--- src/rtl/fpadd_sequencer.sv ---
// Control FSM for the multi-cycle floating-point add/subtract datapath.
// Optional macro FPADD_FAST_ALIGN_EN: single-cycle barrel alignment instead of 1-bit steps.
module fpadd_sequencer #(
    parameter int unsigned EXP_W = 8,
    parameter int unsigned MAN_W = 24,
    parameter int unsigned CNT_W = 6
) (
    input  logic             clk,
    input  logic             rst_n,
    input  logic             start,
    input  logic             op,
    input  logic             a_sign,
    input  logic             b_sign,
    input  logic [EXP_W-1:0] exp_diff,
    input  logic             a_ge_b,
    input  logic             sum_zero,
    input  logic             sum_carry,
    input  logic             sum_msb,
    input  logic             exp_zero,
    input  logic             exp_max,
    output logic             in_ready,
    output logic             busy,
    output logic             ld_operands,
    output logic             swap,
    output logic             shr_small,
    output logic [CNT_W-1:0] shr_amt,
    output logic             ld_sum,
    output logic             eop,
    output logic             shr_sum,
    output logic             exp_inc,
    output logic             shl_sum,
    output logic             exp_dec,
    output logic             round_en,
    output logic             ld_result,
    output logic             force_pos_zero,
    output logic             done,
    output logic             overflow,
    output logic             underflow
);
    // Shifting further than the mantissa plus guard/round bits changes nothing.
    localparam int unsigned SatCnt = MAN_W + 2;

    typedef enum logic [2:0] {
        StIdle, StCmp, StAlign, StAdd, StNorm, StRound, StFin, StDone
    } state_e;

    state_e           state_q, state_d;
    logic [CNT_W-1:0] cnt_q, cnt_d;
    logic [CNT_W-1:0] norm_cnt_q, norm_cnt_d;
    logic             eop_q, eop_d;
    logic             zero_q, zero_d;
    logic             ovf_q, ovf_d;
    logic             unf_q, unf_d;
    logic             accept;

    assign in_ready    = (state_q == StIdle);
    assign busy        = ~in_ready;
    assign accept      = in_ready & start;
    assign ld_operands = accept;
    assign eop         = eop_q;
    assign overflow    = ovf_q;
    assign underflow   = unf_q;

    always_comb begin
        state_d        = state_q;
        cnt_d          = cnt_q;
        norm_cnt_d     = norm_cnt_q;
        eop_d          = eop_q;
        zero_d         = zero_q;
        ovf_d          = ovf_q;
        unf_d          = unf_q;
        swap           = 1'b0;
        shr_small      = 1'b0;
        ld_sum         = 1'b0;
        shr_sum        = 1'b0;
        exp_inc        = 1'b0;
        shl_sum        = 1'b0;
        exp_dec        = 1'b0;
        round_en       = 1'b0;
        ld_result      = 1'b0;
        force_pos_zero = 1'b0;
        done           = 1'b0;
`ifdef FPADD_FAST_ALIGN_EN
        shr_amt        = cnt_q;
`else
        shr_amt        = CNT_W'(1);
`endif
        unique case (state_q)
            StIdle: begin
                if (accept) begin
                    eop_d   = op ^ a_sign ^ b_sign;
                    zero_d  = 1'b0;
                    ovf_d   = 1'b0;
                    unf_d   = 1'b0;
                    state_d = StCmp;
                end
            end
            StCmp: begin
                swap = ~a_ge_b;
                if (32'(exp_diff) > SatCnt) begin
                    cnt_d = CNT_W'(SatCnt);
                end else begin
                    cnt_d = CNT_W'(exp_diff);
                end
                state_d = (cnt_d != '0) ? StAlign : StAdd;
            end
            StAlign: begin
                shr_small = 1'b1;
`ifdef FPADD_FAST_ALIGN_EN
                cnt_d     = '0;
                state_d   = StAdd;
`else
                cnt_d     = cnt_q - CNT_W'(1);
                if (cnt_q == CNT_W'(1)) begin
                    state_d = StAdd;
                end
`endif
            end
            StAdd: begin
                ld_sum     = 1'b1;
                norm_cnt_d = '0;
                state_d    = StNorm;
            end
            StNorm: begin
                if (sum_zero) begin
                    zero_d  = 1'b1;
                    state_d = StRound;
                end else if (sum_carry) begin
                    shr_sum = 1'b1;
                    exp_inc = 1'b1;
                    state_d = StRound;
                end else if (!sum_msb && exp_zero) begin
                    unf_d   = 1'b1;
                    state_d = StRound;
                end else if (!sum_msb && (32'(norm_cnt_q) < MAN_W)) begin
                    shl_sum    = 1'b1;
                    exp_dec    = 1'b1;
                    norm_cnt_d = norm_cnt_q + CNT_W'(1);
                end else begin
                    state_d = StRound;
                end
            end
            StRound: begin
                round_en = ~zero_q;
                state_d  = StFin;
            end
            StFin: begin
                // Rounding may carry out of the mantissa; renormalize once.
                if (sum_carry) begin
                    shr_sum = 1'b1;
                    exp_inc = 1'b1;
                end
                state_d = StDone;
            end
            StDone: begin
                ld_result      = 1'b1;
                done           = 1'b1;
                force_pos_zero = zero_q;
                ovf_d          = exp_max & ~zero_q;
                state_d        = StIdle;
            end
            default: state_d = StIdle;
        endcase
    end

    always_ff @(posedge clk or negedge rst_n) begin
        if (!rst_n) begin
            state_q    <= StIdle;
            cnt_q      <= '0;
            norm_cnt_q <= '0;
            eop_q      <= 1'b0;
            zero_q     <= 1'b0;
            ovf_q      <= 1'b0;
            unf_q      <= 1'b0;
        end else begin
            state_q    <= state_d;
            cnt_q      <= cnt_d;
            norm_cnt_q <= norm_cnt_d;
            eop_q      <= eop_d;
            zero_q     <= zero_d;
            ovf_q      <= ovf_d;
            unf_q      <= unf_d;
        end
    end

endmodule

--- config.mk ---
export PLATFORM = sky130hd
export DESIGN_NAME = fpadd_sequencer
export DESIGN_NICKNAME = d
export VERILOG_FILES = /design/src/rtl/fpadd_sequencer.sv
export SDC_FILE = /design/constraint.sdc
export NUM_CORES = 1
export LEC_CHECK = 0
export CAP_MARGIN = 20
export CORE_MARGIN = 5
export CORE_UTILIZATION = 29
export DETAILED_ROUTE_END_ITERATION = 12
export HOLD_SLACK_MARGIN = 0.03
export PLACE_DENSITY_LB_ADDON = 0.12
export SKIP_LAST_GASP = 1
export SYNTH_ARGS = -nofsm -noshare
export SYNTH_HDL_FRONTEND = slang
export SYNTH_SLANG_ARGS = --single-unit
--- constraint.sdc ---
create_clock -name clk -period 1.6 [get_ports clk]
set_input_delay 0.16 -clock clk [delete_from_list [all_inputs] [get_ports clk]]
set_output_delay 0.16 -clock clk [all_outputs]
set_load 0.005 [all_outputs]
==> results.cfg, run 1 <==
[cts]
htreeDepth = 1
clkLatencyLatePin_ns = 0.25
cts_tree = built
cts.path.max_buffers = 2
cts.sinks = 19
root_buffer = clkbuf_8
path_clk_slew_ns = 0.07
numCtsBuffers = 3

[pwr]
p_per_area_nw_per_um2 = 1530
ir_worst_vdd_uv = 875
power.leakage_uw = 0.000895

[placed_design]
place_hpwl_um = 2620
io_buffers = 36
gp_congestion = 0.831

[die]
die_x_um = 74.2
core_um2 = 4000
dieArea_um2 = 5500
start_util_pct = 29.9
die-height_um = 74.2
top_level_ports = 43
core.rowCount = 23

[final_layout]
drive_gt1_share_pct = 33.3
nets = 228
n_fill_cell = 388
antenna_cells = 0
syn_to_final_growth_pct = 60.5

[timing]
fin_crit_sh_pct = 107
timing.final.ws_setup_ns = -0.109
fmax_ghz = 0.585
rsz0062_at_grt = true
holdWs_ns = 0.247
setup_viol = 3
finalSetupTns_ns = -0.121
slew_viol_final = 0
finalCriticalPeriod_ns = 1.71
skew_ns = 0.00101
hold_viol_final = 0

[logic_synthesis]
synth.most_common_cell = dfrtp_1
yosys.cell_types.count = 42
synth-seq-cells = 19
synthFlopType = dfrtp_1
async_reset_ff_share_pct = 100
synth_warnings = 0
syn_area_per_cell_um2 = 8.92
yosysTopAreaCellShare_pct = 39.8
synth_top_area_cell = dfrtp_1
synth_edf_count = 0
ys_top_cells_by_count = 19 x dfrtp_1, 12 x o21ai_0, 10 x a21oi_1, 9 x buf_4, 9 x nand2_1
synth_area_leaders = dfrtp_1 40%, buf_4 5.7%, o21ai_0 5.0%, a21oi_1 4.2%, ha_1 3.1%
postSynthCellCount = 134
netlist_area_um2 = 1190
yosysSeqAreaShare_pct = 39.8

[setup_path]
slowest_delay_ns = 0.42
cp-start-kind = flop
worstPathRequired_ns = 1.79
critPathCaptureType = flop
worstPathCellList = buf_6, buf_12, nor2_4, nand3_2, buf_6, buf_4, or3_1, a21oi_2
critical_path_class = flop to flop
path_common_cell = buf_6
arrival_ns = 1.89
slowest_stage = dfrtp_1
worst-path-max-fanout = 5
r2r_setup_slack_ns = -0.11

[global_routing]
first_global_vias = 1182
grt_first_pass_wirelength_um = 5460
grt_start_max_net_pins = 20
grt.total_usage_pct = 12.8
globalRouteOverflowTotal = 0
grt_antenna_before_repair = 0

[route]
initialDrtViolationCount = 34
vias = 1224
firstDrtPassIters = 4
final_antenna_net_count = 0
wirelength_um = 3430
wl_per_cell_um = 13.5
drc = 0
via_per_inst = 4.82

[worst_hold_path]
hp-class = input port to async pin

[outcome]
status = complete, but fails checks
violations = negative setup slack

[run]
cap_violations = 0
## layer usage
metal  routed length (um)  up-vias  global-route usage, %  share of wire, %
met4                   49        0                   4.02               1.4
met3                  207        6                   3.51               6.0
li1                     -      608                      -                 -
met2                 1610       32                   19.7                47
met5                    0        -                      0                 0
met1                 1570      578                   17.5                46
## per-stage QoR
| step | instance area, um^2 | setup slack, ns | power, uW | util (%) | std cells |
|---|---|---|---|---|---|
| 2_1_floorplan | 1210 | 0.161 | 1570 | - | 138 |
| 3_3_place_gp | 1710 | -0.248 | 2250 | 42.8 | 234 |
| 3_5_place_dp | 1710 | -0.255 | 2280 | 42.8 | 234 |
| 4_1_cts | 1870 | -0.146 | 2820 | 46.8 | 247 |
| 5_1_grt | 1920 | -0.170 | 3170 | 48.0 | 254 |
| 6_report | 1920 | -0.109 | 2940 | 48.0 | 254 |
## sequential cells by signal (all words and copies together), names as in the netlist
register / flops
cnt_q: 6
state_q: 3
overflow: 1
underflow: 1
norm_cnt_q: 6
zero_q: 1
eop: 1
## final cells by class
| type | instances | area (um^2) | share of cell area (%) |
|---|---|---|---|
| sequential | 19 | 477 | 24.9 |
| clock buffer | 4 | 45.0 | 2.35 |
| multi-input combinational | 99 | 671 | 35.0 |
| inverter | 7 | 26.3 | 1.37 |
| timing repair buffer | 75 | 637 | 33.2 |
| tap | 50 | 62.6 | 3.26 |
## cell usage in the layout (no fill, tap or decap), types with 3 or more instances in the layout
| cell | synthesis | routed |
|---|---|---|
| dfrtp_1 | 19 | 18 |
| o21ai_0 | 12 | 12 |
| buf_4 | 9 | 33 |
| dlygate4sd2_1 | 0 | 4 |
| inv_1 | 7 | 4 |
| inv_2 | 0 | 3 |
| nand3_1 | 4 | 4 |
| clkbuf_2 | 0 | 8 |
| clkdlybuf4s50_1 | 0 | 22 |
| clkbuf_8 | 0 | 3 |
| nor2_1 | 7 | 6 |
| ha_1 | 3 | 3 |
| nor3_1 | 5 | 5 |
| nand3b_1 | 3 | 3 |
| conb_1 | 2 | 6 |
| nand2_1 | 9 | 8 |
| a21oi_1 | 10 | 9 |
| xor2_1 | 3 | 3 |
| buf_6 | 1 | 5 |
## cell families (layout without fill, tap and decap cells)
family | count (synthesis) | count (layout) | synth area share (%)
fa+ha+maj | 3 | 3 | 3.14
xor+xnor | 5 | 5 | 3.67
simple gates | 48 | 48 | 24.1
compound gates | 37 | 37 | 18.7
flops | 19 | 19 | 39.8
buf+inv | 20 | 86 | 9.95
other cells | 2 | 6 | 0.629
## power by group
group          switching [uW]  internal [uW]  leakage, uW  total, uW
Sequential                160            651     0.000239        811
Clock                     154            177    0.0000228        331
Combinational             821            976     0.000634       1800
Total                    1140           1800     0.000895       2940
## worst max-delay path, delay by kind of cell, from the launching register on
kind	cells	cell delay [ns]
simple gates	3	0.56
buf+inv	4	0.54
flops	1	0.42
compound gates	1	0.12
## path summary, 6_finish.rpt
| check | from | cells past startpoint | end |
|---|---|---|---|
| setup / recovery | state_q[1] | 8 | norm_cnt_q[3] |
| hold / removal | rst_n | 2 | overflow |
| setup reg to reg | state_q[1] | 8 | norm_cnt_q[3] |
| hold reg to reg | eop | 2 | eop |
| max in group asynchronous | rst_n | 2 | state_q[2] |
| min in group clk | eop | 2 | eop |
## what timing repair did
| action | in CTS | in global routing |
|---|---|---|
| setup endpoints to repair | 14 | 14 |
| hold buffers | 0 | 0 |
| buffers inserted | 9 | 7 |
| resized for setup | 26 | 27 |
| pin swaps | 4 | 3 |
No activity file was read; power rests on OpenSTA's default activity.
==> run 2, diff against run 1 <==
--- a/config.mk
+++ b/config.mk
@@ -9,6 +9,7 @@
 export CORE_MARGIN = 5
 export CORE_UTILIZATION = 29
 export DETAILED_ROUTE_END_ITERATION = 12
+export GPL_TIMING_DRIVEN = 0
 export HOLD_SLACK_MARGIN = 0.03
 export PLACE_DENSITY_LB_ADDON = 0.12
 export SKIP_LAST_GASP = 1
==> results.cfg, run 2 (same netlist as run 1, synthesis figures left out) <==
[outcome]
status = complete, but fails checks
violations = negative setup slack

[timing]
fmax_ghz = 0.596
slew_viol_final = 0
relSlewSlack_pct = 39.1
skew_ns = 0.00837
tightest_slew_ns = 0.910
hold_viol_final = 0
fin_crit_sh_pct = 105
rsz0062_at_grt = true
setup_viol = 6
timing.final.ws_setup_ns = -0.0790
holdWs_ns = 0.396
finalCriticalPeriod_ns = 1.68

[final_layout]
final_common_cell = buf_4
antenna_cells = 0
drive_gt1_share_pct = 39.7
final_cells = 264
syn_to_final_growth_pct = 76.1
nets = 238
final_util_pct = 52.6
fin_area_um2 = 2100
top_regs = cnt_q (6), norm_cnt_q (6), state_q (3)
layout.cells.most_common_list = 37 x buf_4, 21 x clkdlybuf4s50_1, 18 x dfrtp_1, 13 x buf_6, 12 x o21ai_0

[cts]
clkLatencyLatePin_ns = 0.27
cts_hold_buffers = 0
cts_tree = built
htreeDepth = 1
path_clk_slew_ns = 0.08
cts.path.max_buffers = 2
cts.sinks = 19
root_buffer = clkbuf_8
numCtsBuffers = 3

[setup_path]
critical_path_class = flop to primary output
cp-start-kind = flop
arrival_ns = 1.52
worstPathRequired_ns = 1.44
critPathCaptureType = primary output
worst-path-max-fanout = 3

[placed_design]
io_buffers = 36
gp_congestion = 0.837
place_hpwl_um = 2520
dp_cells = 224
placed_cell_area_um2 = 1630

[global_routing]
globalRouteOverflowTotal = 0
grt_start_max_net_pins = 20
grt_first_pass_wirelength_um = 6110
grt.total_usage_pct = 14.2
first_global_vias = 1304
grt_antenna_before_repair = 0

[die]
dieArea_um2 = 5500
core_um2 = 4000
start_util_pct = 29.9
top_level_ports = 43
die_x_um = 74.2
core.rowCount = 23
die-height_um = 74.2

[route]
via_per_inst = 4.96
wl_per_cell_um = 15.2
firstDrtPassIters = 4
final_antenna_net_count = 0
wirelength_um = 4000
drc = 0
vias = 1310
initialDrtViolationCount = 45

[pwr]
ir_worst_vdd_uv = 909
p_per_area_nw_per_um2 = 1620
power.leakage_uw = 0.000959

[worst_hold_path]
hp-class = input port to async pin

[run]
cap_violations = 0
run 2: cell count changes in the layout (fill, tap and decap cells not counted), moves of 2 or more:
cell | before | now
buf_2 | 1 | 3
clkbuf_16 | 0 | 2
clkbuf_2 | 8 | 4
nand2_4 | 0 | 2
buf_4 | 33 | 37
buf_6 | 5 | 13
run 2: power breakdown:
group / internal [uW] / switching (uW)
Sequential: 650 / 153
Clock: 178 / 181
Combinational: 1260 / 997
Total: 2090 / 1330
run 2: stage by stage:
step	total power (uW)	TNS [ns]	worst slack, ns
final	3420	-0.229	-0.0790
after global routing	3660	-1.01	-0.118
after CTS	3010	-1.02	-0.191
after detailed placement	2120	-3.95	-0.555
after global placement	2090	-3.69	-0.535
after floorplan	1570	0	0.161
run 2: final cells by class:
type | count | area [um^2]
Multi-Input combinational cell | 99 | 718
Buffer | 12 | 123
Sequential cell | 19 | 477
Timing Repair Buffer | 73 | 647
Tap cell | 50 | 62.6
Fill cell | 374 | 1900
Inverter | 7 | 32.5
Clock buffer | 4 | 45.0
run 2: worst paths after layout:
check	from	endpoint	slack (ns)	cells after the start
worst max register to register	state_q[0]	cnt_q[3]	0.03	7
worst min-delay path	rst_n	state_q[1]	0.40	1
worst max-delay path	state_q[0]	busy	-0.08	3
min in group clk	eop	eop	0.49	2
max in group asynchronous	rst_n	state_q[0]	0.59	1
worst min register to register	eop	eop	0.49	2
run 2: critical path, cell delays in order (launching register included):
cell and delay, ns:
dfrtp_2 0.42, buf_4 0.15, or3_4 0.41, dlygate4sd2_1 0.28
run 2: routing by layer:
layer	track usage (%)	up-vias	part of all wire (%)
li1	-	629	-
met1	18.8	624	42
met2	24.0	51	51
met3	2.43	6	5.6
met4	3.62	0	1.4
met5	0	-	0
run 2: repair_timing:
action,4_1_cts,5_1_grt
setup buffers,32,12
endpoints found under the setup margin,15,18
pin swaps,7,12
resized for setup,55,35
gates cloned,0,1
==> run 3, diff against run 2 <==
--- a/config.mk
+++ b/config.mk
@@ -6,6 +6,7 @@
 export NUM_CORES = 1
 export LEC_CHECK = 0
 export CAP_MARGIN = 20
+export CORE_ASPECT_RATIO = 0.9
 export CORE_MARGIN = 5
 export CORE_UTILIZATION = 29
 export DETAILED_ROUTE_END_ITERATION = 12
==> constraint.sdc (replaced) <==
create_clock -name clk -period 1.3 [get_ports clk]
set_input_delay 0.13 -clock clk [delete_from_list [all_inputs] [get_ports clk]]
set_output_delay 0.13 -clock clk [all_outputs]
set_load 0.005 [all_outputs]
==> results.cfg, run 3 (same netlist as run 1, synthesis figures left out) <==
[setup_path]
critPathCaptureType = primary output
arrival_ns = 1.48
worst-path-stages = 6
cp_top_family = simple AND/OR/NAND/NOR gates
slowest_stage = dfrtp_1
cp-endpoint = ld_operands
reg2reg_depth = 7
worst-path-max-fanout = 6
r2r_setup_slack_ns = -0.29
worstPathRequired_ns = 1.17
cp-start-kind = flop
critical_path_class = flop to primary output
worstPathCellList = buf_6, or3_4, inv_4, nand2_4, inv_2, buf_2
worstReg2RegStart = state_q[1]
r2r-end = state_q[0]
critPathLaunch = state_q[1]
slowest_delay_ns = 0.40
crit_buf_inv = 4

[pwr]
total_power_uw = 4690
ir_worst_vdd_uv = 718
p_per_area_nw_per_um2 = 2040
power.leakage_uw = 0.00104

[timing]
hold_viol_final = 0
slew_viol_final = 0
setup_viol = 27
fin_crit_sh_pct = 124
timing.final.ws_setup_ns = -0.308
fmax_ghz = 0.622
tightest_slew_ns = 0.882
rsz0062_at_grt = true
finalCriticalPeriod_ns = 1.61
holdWs_ns = 0.371
skew_ns = 0.000775
relSlewSlack_pct = 41.0

[die]
die_x_um = 77.7
die-height_um = 70.9
dieArea_um2 = 5510
top_level_ports = 43
start_util_pct = 29.7
core.rowCount = 22
core_um2 = 4020

[cts]
root_buffer = clkbuf_8
cts.sinks = 19
path_clk_slew_ns = 0.07
numCtsBuffers = 3
htreeDepth = 1
clkLatencyLatePin_ns = 0.25
cts.path.max_buffers = 2
cts_tree = built
cts_hold_buffers = 0

[global_routing]
grt_antenna_before_repair = 0
first_global_vias = 1362
grt.total_usage_pct = 14.3
grt_start_max_net_pins = 20
globalRouteOverflowTotal = 0
grt_first_pass_wirelength_um = 6430

[final_layout]
fin_area_um2 = 2300
antenna_cells = 0
drive_gt1_share_pct = 51.8
top_regs = cnt_q (6), norm_cnt_q (6), state_q (3)
final_common_cell = buf_4
syn_to_final_growth_pct = 92.6
nets = 246
final_util_pct = 57.3
layout.cells.most_common_list = 32 x buf_4, 29 x buf_6, 21 x clkdlybuf4s50_1, 17 x dfrtp_1, 9 x a21oi_1
n_fill_cell = 342

[run]
cap_violations = 0

[outcome]
violations = negative setup slack
status = complete, but fails checks

[route]
wirelength_um = 4110
wl_per_cell_um = 15.2
final_antenna_net_count = 0
vias = 1341
firstDrtPassIters = 4
initialDrtViolationCount = 84
drc = 0
via_per_inst = 4.97

[placed_design]
io_buffers = 36
gp_congestion = 0.788
placed_cell_area_um2 = 1650
place_hpwl_um = 2500
preCtsSetupSlack_ns = -0.790

[worst_hold_path]
hp-class = input port to async pin
==> run 3: changes by cell type in the layout (fill, tap and decap cells not counted), moves of 4 or more <==
cell | previous run | this run
o21ai_1 | 0 | 5
buf_2 | 3 | 8
buf_6 | 13 | 29
clkbuf_2 | 4 | 0
buf_4 | 37 | 32
o21ai_0 | 12 | 5
==> run 3: area by class of cell <==
| class | instances | area, um^2 | area share [%] |
|---|---|---|---|
| clock buffer | 3 | 41.3 | 1.79 |
| sequential | 19 | 478 | 20.8 |
| inverter | 7 | 36.3 | 1.58 |
| buffer | 13 | 134 | 5.82 |
| timing repair buffer | 80 | 737 | 32.0 |
| clock inverter | 1 | 5.00 | 0.218 |
| multi-input combinational | 99 | 810 | 35.2 |
| tap | 48 | 60.1 | 2.61 |
==> run 3: metrics by stage <==
step                std cells  TNS [ns]
floorplan                 138    -0.150
global placement          222     -9.89
detailed placement        222    -10.48
CTS                       255     -3.74
global route              270     -7.00
finish                    270     -5.18
==> run 3: worst reg2reg max path, cell delays in order (launching register included) <==
cell and delay [ns]:
dfrtp_1 0.40, buf_6 0.14, buf_4 0.13, buf_6 0.12
buf_6 0.12, nor4_2 0.23, a31oi_1 0.11, a211oi_1 0.23
==> run 3: repair_timing <==
item,CTS,global route
pin swaps,15,23
cloned,1,0
gates resized for setup,112,31
hold endpoints to repair,0,0
setup endpoints to repair,30,28
setup buffers,28,18
==> run 3: worst min-delay path by stage <==
stage | slack (ns) | from | cells after the start | to
finish | 0.37 | rst_n | 1 | state_q[1]
global route | 0.47 | rst_n | 1 | state_q[1]
CTS | 0.41 | sum_zero | 3 | zero_q
detailed placement | 0.48 | eop | 2 | eop
global placement | 0.47 | eop | 2 | eop
floorplan | -0.17 | rst_n | 0 | cnt_q[0]
==> run 3: report_power, final <==
part | leakage [uW] | switching (uW) | internal [uW]
sequential | 0.000238 | 218 | 804
combinational | 0.000779 | 1400 | 1860
clock | 0.0000255 | 203 | 213
total | 0.00104 | 1820 | 2870
==> run 3: metal layers <==
layer	routed length, um	global-route usage, %	up-vias
met5	0	0	-
met4	36	4.77	0
met3	196	2.80	2
met2	2130	24.7	37
met1	1750	17.7	658
li1	-	-	644
